`config.mk`:
```
export PLATFORM = sky130hd
export DESIGN_NAME = rc5_decrypt_core
export DESIGN_NICKNAME = d
export VERILOG_FILES = /design/src/rtl/rc5_decrypt_core.sv
export SDC_FILE = /design/constraint.sdc
export NUM_CORES = 1
export LEC_CHECK = 0
export BUFFER_PORTS_ARGS = -buffer_cell sky130_fd_sc_hd__buf_2
export CORE_MARGIN = 2
export CORE_UTILIZATION = 45
export CTS_CLUSTER_SIZE = 28
export DETAILED_ROUTE_END_ITERATION = 10
export PLACE_DENSITY_LB_ADDON = 0.1
export SYNTH_ARGS = -nofsm -noshare
export SYNTH_HDL_FRONTEND = slang
export SYNTH_SLANG_ARGS = --single-unit
```
`constraint.sdc`:
```
create_clock -name clk -period 9.3 [get_ports clk]
set_input_delay 0.93 -clock clk [delete_from_list [all_inputs] [get_ports clk]]
set_output_delay 0.93 -clock clk [all_outputs]
set_load 0.1 [all_outputs]
```
`src/rtl/rc5_decrypt_core.sv`:
```
// rc5_decrypt_core: iterative RC5-W/R block decryptor, one round per clock.
// Optional key lock while busy: define RC5_DEC_KEY_LOCK_EN.
module rc5_decrypt_core #(
   parameter int W = 16,
   parameter int R = 12
) (
   input  logic                         clk,
   input  logic                         rst_n,
   input  logic                         key_we_i,
   input  logic [$clog2(2*R+2)-1:0]     key_addr_i,
   input  logic [W-1:0]                 key_data_i,
   input  logic                         in_valid_i,
   output logic                         in_ready_o,
   input  logic [W-1:0]                 ct_a_i,
   input  logic [W-1:0]                 ct_b_i,
   output logic                         out_valid_o,
   input  logic                         out_ready_i,
   output logic [W-1:0]                 pt_a_o,
   output logic [W-1:0]                 pt_b_o,
   output logic                         busy_o,
   output logic                         key_err_o
);

   localparam int T  = 2 * R + 2;
   localparam int AW = $clog2(T);
   localparam int LG = $clog2(W);

   typedef enum logic [1:0] {
      IDLE,
      ROUND,
      FINAL,
      DONE
   } state_t;

   state_t        state_q;
   state_t        state_d;
   logic [W-1:0]  s_tab [2**AW];
   logic [W-1:0]  a_q;
   logic [W-1:0]  b_q;
   logic [AW-1:0] i_q;
   logic          out_valid_q;
   logic [AW-1:0] ib;
   logic [AW-1:0] ia;
   logic [W-1:0]  b_rnd;
   logic [W-1:0]  a_rnd;
   logic          key_lock;
   logic          key_ok;

   function automatic logic [W-1:0] rotr(
      input logic [W-1:0]  x,
      input logic [LG-1:0] n
   );
      logic [2*W-1:0] t;
      t = {x, x} >> n;
      return t[W-1:0];
   endfunction

   // Round i reads S[2i] for B and S[2i-1] for A.
   always_comb begin
      ib    = i_q << 1;
      ia    = ib - AW'(1);
      b_rnd = rotr(b_q - s_tab[ib], a_q[LG-1:0]) ^ a_q;
      a_rnd = rotr(a_q - s_tab[ia], b_rnd[LG-1:0]) ^ b_rnd;
   end

   always_ff @(posedge clk or negedge rst_n) begin
      if (!rst_n) state_q <= IDLE;
      else        state_q <= state_d;
   end

   always_comb begin
      state_d = state_q;
      unique case (state_q)
         IDLE:    if (in_valid_i) state_d = ROUND;
         ROUND:   if (i_q == AW'(1)) state_d = FINAL;
         FINAL:   state_d = DONE;
         DONE:    if (out_valid_q && out_ready_i) state_d = IDLE;
         default: state_d = IDLE;
      endcase
   end

   always_ff @(posedge clk or negedge rst_n) begin
      if (!rst_n) begin
         a_q         <= '0;
         b_q         <= '0;
         i_q         <= AW'(R);
         out_valid_q <= 1'b0;
      end else begin
         unique case (state_q)
            IDLE: begin
               if (in_valid_i) begin
                  a_q <= ct_a_i;
                  b_q <= ct_b_i;
                  i_q <= AW'(R);
               end
            end
            ROUND: begin
               a_q <= a_rnd;
               b_q <= b_rnd;
               i_q <= i_q - AW'(1);
            end
            FINAL: begin
               a_q         <= a_q - s_tab[0];
               b_q         <= b_q - s_tab[1];
               out_valid_q <= 1'b1;
            end
            DONE: begin
               if (out_ready_i) out_valid_q <= 1'b0;
            end
            default: ;
         endcase
      end
   end

   always_comb begin
      in_ready_o  = (state_q == IDLE);
      busy_o      = (state_q != IDLE);
      out_valid_o = out_valid_q;
      pt_a_o      = a_q;
      pt_b_o      = b_q;
   end

`ifdef RC5_DEC_KEY_LOCK_EN
   assign key_lock = (state_q != IDLE);
`else
   assign key_lock = 1'b0;
`endif

   assign key_err_o = key_we_i && key_lock;
   assign key_ok    = key_we_i && !key_lock &&
                      ({1'b0, key_addr_i} < (AW+1)'(T));

   // Table is deliberately not reset; reads are combinational (old value on collision).
   always_ff @(posedge clk) begin
      if (key_ok) s_tab[key_addr_i] <= key_data_i;
   end

endmodule

```
==> impl_metrics.tcl, run 1 <==
set metrics [dict create \
    ant_nets 0 \
    hold_path.class "input port to async pin" \
    path_delay_family "multiplexers" \
    dieArea_um2 60800 \
    start_util_pct 45.7 \
    ys.flop_type "edfxtp_1" \
    root_buffer "clkbuf_16" \
    post_cts_resized 0 \
    core_um2 57900 \
    die_w_um 247 \
    hold_slack_ns 0.257 \
    cts_tree "built" \
    wl_per_cell_um 25.9 \
    fin_tns_setup_ns 0 \
    syn_inst 1705 \
    hpwl_um 48000 \
    grt_overflow_total 0 \
    max_freq_mhz 141 \
    clock_sinks 552 \
    worstReg2RegStart "i_q[0]" \
    clock_path_buffers 3 \
    worst_r2r_path_depth 20 \
    route.detailed.drc 0 \
    end_kind "flop" \
    cap_violations 0 \
    async_reset_ff_share_pct 7.25 \
    avgSynthCellArea_um2 15.5 \
    die_y_um 247 \
    drive_gt1_share_pct 22.6 \
    hold_viol_final 0 \
    seq_area_frac_synth_pct 61.9 \
    worstMarginPinSlew_ns 1.02 \
    period_needed_ns 7.08 \
    timing.rr.end "pt_a_o[11]" \
    clk_pin_slew_worst_paths_ns 0.06 \
    cp_max_fo 40 \
    cp-start-kind "flop" \
    ioPinCount 94 \
    post_cts_buffers 0 \
    regToRegSetupSlack_ns 2.22 \
    grt_antenna_before_repair 1 \
    diodes 0 \
    drt_iter0_markers 1459 \
    area_growth_pct 13.8 \
    setup.worst_path.start "i_q[0]" \
    yosysWarnings 0 \
    critical_path.max_stage_delay_ns 0.96 \
    critPathSlowestCell "dfrtp_4" \
    finalCritPeriodShare_pct 76.1 \
    first_pass_iters 7 \
    slew_headroom_pct 32.2 \
    cts_max_level 2 \
    cp.arrival_ns 7.60 \
    ys_seq_elements 552 \
    finalWeightedCongestion 0.886 \
    vias 15552 \
    cts_buffers 57 \
    setup_viol 0 \
    ctsHoldBuffers 0 \
    path_buf_inv 3 \
    crit_chain "buf_4, mux4_2, mux4_2, inv_1, ha_1, nand4_1, nor2_1, a211oi_2, a2111oi_0, o31ai_1, o221ai_1, o211ai_1, o311ai_1, xnor2_2, buf_4, mux2_2, mux2i_1, mux2i_1, xnor2_1, o41ai_2" \
    grt_max_degree 68 \
    grt_pass1_vias 15601 \
    status "complete, no violations" \
    rsz0062_at_grt "false" \
    synth_edf_count 512 \
    worstSetupPathType "flop to flop" \
    synth.distinct_cells 81 \
    vias_per_cell 5.70 \
    skew_ns 0.0305 \
    nets 2049 \
    netlist_area_um2 26500 \
    required_ns 9.82 \
    slew_violations 0 \
    fp-row-count 88 \
    clkLatencyLatePin_ns 0.62 \
    grt_usage_pct 23.7 \
    routed_wl_um 70600 \
    io_buffers 92 \
    grt_pass1_wl_um 104000 \
]
## layout make-up
type	instances	area (µm²)
inverters	100	375
well taps	765	957
multi-input cells	1068	9780
clock inverters	34	274
fillers	4926	27800
clock buffers	70	1500
flip-flops and latches	552	16400
repair buffers	140	846
## layout by cell type (no fill, tap or decap), drive strengths merged, types with 6 or more instances in the layout
master / n
mux2: 25
or2: 6
a21oi: 57
inv: 101
edfxtp: 512
buf: 140
xnor2: 38
nor3: 16
mux2i: 71
a21o: 19
a21boi: 6
dfrtp: 38
o211ai: 14
nand2: 87
a211oi: 9
o2bb2ai: 6
nor2: 114
nor2b: 11
nand3: 14
nand2b: 14
mux4: 162
a31oi: 6
clkbuf: 70
a22oi: 7
o31ai: 6
clkinv: 28
ha: 68
o22ai: 11
o21ai: 82
and2: 9
a211o: 9
conb: 97
xor2: 28
## worst max-delay path by stage
stage	endpoint	slack (ns)	cells after the start
floorplan	pt_a_o[4]	2.42	25
global placement	pt_a_o[7]	2.26	20
detailed placement	pt_a_o[11]	2.23	20
CTS	pt_a_o[11]	2.20	20
global route	pt_a_o[11]	1.72	20
finish	pt_a_o[11]	2.22	20
## metal layers
metal,vias up,track usage [%],wire length [µm]
met5,-,0,16
met2,490,38.2,34000
met3,100,3.34,3670
met4,2,6.86,1940
li1,7014,-,-
met1,7946,33.7,31000
## stage by stage
step / utilization, % / cell area, µm² / setup WS [ns] / instances
after floorplan: - / 26800 / 2.42 / 1801
after global placement: 48.9 / 28300 / 2.26 / 2625
after detailed placement: 48.9 / 28300 / 2.23 / 2625
after CTS: 52.0 / 30100 / 2.20 / 2729
after global routing: 52.0 / 30100 / 1.72 / 2729
final: 52.0 / 30100 / 2.22 / 2729
## state kept, by name, summed over array words and instances (netlist names)
register     count
i_q              5
out_valid_o      1
pt_a_o          16
pt_b_o          16
s_tab          512
state_q          2
## synth_stat cells (all sizes together), types with 5 or more instances
cell / instances / area [µm²]
a22oi: 7 / 52.6
mux2i: 71 / 736
o2bb2ai: 6 / 58.8
nor2b: 11 / 68.8
buf: 31 / 145
a211o: 9 / 87.6
ha: 68 / 851
nor2: 114 / 428
o211ai: 14 / 105
nand2: 87 / 327
a211oi: 9 / 82.6
nand3: 14 / 70.1
edfxtp: 512 / 15400
or2: 6 / 37.5
a31oi: 6 / 37.5
or3: 5 / 31.3
o221ai: 5 / 50.0
mux2: 25 / 289
a21boi: 6 / 45.0
xnor2: 38 / 348
nor3: 16 / 80.1
dfrtp: 38 / 951
clkbuf: 50 / 188
o31ai: 6 / 45.0
o21ai: 82 / 410
a21oi: 57 / 285
o21bai: 5 / 37.5
and2: 9 / 58.8
xor2: 28 / 245
o21a: 5 / 37.5
mux4: 162 / 3650
a21o: 19 / 143
inv: 100 / 375
nor3b: 5 / 37.5
nand2b: 14 / 87.6
o22ai: 11 / 68.8
## cell families (layout without fill, tap and decap cells)
| logic type | Yosys count | after routing | share of synthesized area, % |
|---|---|---|---|
| flops | 552 | 552 | 61.9 |
| simple gates | 297 | 297 | 5.07 |
| xor+xnor | 66 | 66 | 2.24 |
| compound gates | 278 | 278 | 6.95 |
| fa+ha+maj | 72 | 72 | 3.52 |
| other cells | 1 | 97 | 0.0142 |
| mux | 258 | 258 | 17.7 |
| buf+inv | 181 | 344 | 2.68 |
Power of run 1 is left out: the tool's default activity adds up to more than one toggle a clock period on the data nets, which glitch-free logic cannot reach.
==> run 2, diff against run 1 <==
Clock period 9.3 ns to 6.8 ns, I/O delays scaled along.
==> run 2 against run 1 <==
Against the previous run:
- register-to-register slack got worse by 1.6 ns
- global-route usage increased by 0.059 points
- flip-flop and latch count unchanged
- cell count increased by 0.99%
- count of clock-buffer cells in the layout decreased by 4
- largest cell class unchanged
- via count increased by 1.3%
- design area increased by 1.1%
- utilization increased by 0.56 points
- clock skew increased by 0.016 ns
- non-clock buffer count increased by 24
==> impl_metrics.tcl, run 2 (synthesis gave the netlist of run 1 again) <==
set metrics [dict create \
    io_buffers 92 \
    finalWeightedCongestion 0.906 \
    layout.cells.non_filler 2756 \
    grt_max_degree 56 \
    max_flop_register "s_tab" \
    hold_path.class "input port to async pin" \
    ioPinCount 94 \
    slew_headroom_pct 47.2 \
    cap_violations 0 \
    hold_viol_final 0 \
    skew_ns 0.0463 \
    die_w_um 247 \
    area_growth_pct 15.0 \
    final_common_cell "edfxtp_1" \
    num-fill-cells 4868 \
    setup_viol 0 \
    grt_pass1_wl_um 104000 \
    cts_tree "built" \
    grt_usage_pct 23.7 \
    ant_nets 0 \
    hpwl_um 49400 \
    routed_wl_um 70700 \
    core_um2 57900 \
    dieArea_um2 60800 \
    largest_register_ffs 512 \
    required_ns 7.28 \
    route.detailed.drc 0 \
    dp.cells 2649 \
    cts_buffers 58 \
    post_cts_buffers 0 \
    clock_sinks 552 \
    worstSetupPathType "flop to flop" \
    fin_tns_setup_ns 0 \
    vias_per_cell 5.71 \
    vias 15749 \
    start_util_pct 45.7 \
    worst_r2r_path_depth 23 \
    clock_path_buffers 3 \
    first_pass_iters 5 \
    slew_violations 0 \
    grt_pass1_vias 15663 \
    ctsHoldBuffers 0 \
    max_freq_mhz 162 \
    fp-row-count 88 \
    cp_max_fo 41 \
    diodes 0 \
    cp-start-kind "flop" \
    cp.arrival_ns 6.66 \
    root_buffer "clkbuf_16" \
    rsz0062_at_grt "false" \
    worstMarginPinSlew_ns 0.792 \
    wl_per_cell_um 25.7 \
    clkLatencyLatePin_ns 0.63 \
    clk_pin_slew_worst_paths_ns 0.06 \
    drt_iter0_markers 1372 \
    period_needed_ns 6.18 \
    nets 2074 \
    cts_max_level 2 \
    end_kind "flop" \
    die_y_um 247 \
    drive_gt1_share_pct 23.6 \
    status "complete, no violations" \
    finalCritPeriodShare_pct 90.9 \
    grt_antenna_before_repair 1 \
    grt_overflow_total 0 \
    final_cell_mix "edfxtp_1, mux4_2, nor2_1, inv_1, conb_1" \
]
==> run 2: timing repair <==
item | CTS | global route
setup endpoints to repair | 0 | 2
hold endpoints to repair | 0 | 0
resized for setup | 0 | 2
==> run 2: area by class of cell <==
class | instances | area [µm²] | share of cell area (%)
sequential | 552 | 16400 | 53.8
clock buffer | 66 | 1480 | 4.87
timing repair buffer | 164 | 1090 | 3.59
inverter | 100 | 375 | 1.23
clock inverter | 41 | 345 | 1.13
multi-input combinational | 1068 | 9800 | 32.2
tap | 765 | 957 | 3.14
==> run 2: per-stage QoR <==
stage	utilization [%]	instance area (µm²)	hold WS, ns	worst slack, ns
finish	52.6	30400	0.160	0.620
floorplan	-	26800	0.384	0.156
global placement	49.4	28600	0.506	0.461
CTS	52.5	30400	0.167	0.379
detailed placement	49.4	28600	0.527	0.461
global route	52.6	30400	0.192	0.145
==> run 2: final timing paths <==
kind / start / end / slack (ns)
max: i_q[1] / pt_a_o[4] / 0.62
min in group clk: out_ready_i / out_valid_o / 0.27
max reg2reg: i_q[1] / pt_a_o[4] / 0.62
min reg2reg: i_q[4] / i_q[4] / 0.55
max in group asynchronous: rst_n / i_q[1] / 6.10
min: rst_n / state_q[0] / 0.16
==> run 2: worst max-delay path: stages, from the launching register on <==
cell      delay (ns)
dfrtp_2         0.60
inv_1           0.18
ha_2            0.41
buf_12          0.27
buf_4           0.41
mux4_2          0.38
mux4_2          0.47
inv_1           0.17
ha_1            0.32
and3_1          0.20
a21oi_1         0.17
nand2_1         0.10
o221ai_1        0.26
o21ai_0         0.17
o21a_1          0.21
o21ai_0         0.15
nand2b_1        0.09
xor2_1          0.17
mux2_2          0.29
mux2_2          0.31
mux2_2          0.29
mux2i_1         0.16
mux2i_1         0.20
nand2_1         0.07
==> run 2: layer usage <==
| metal | GRT usage (%) | wire, µm | vias to the layer above |
|---|---|---|---|
| li1 | - | - | 7052 |
| met3 | 3.10 | 4070 | 99 |
| met2 | 37.8 | 33400 | 517 |
| met4 | 7.03 | 1990 | 0 |
| met5 | 0 | 0 | - |
| met1 | 34.3 | 31300 | 8081 |
Power of run 2 is left out for the same reason.
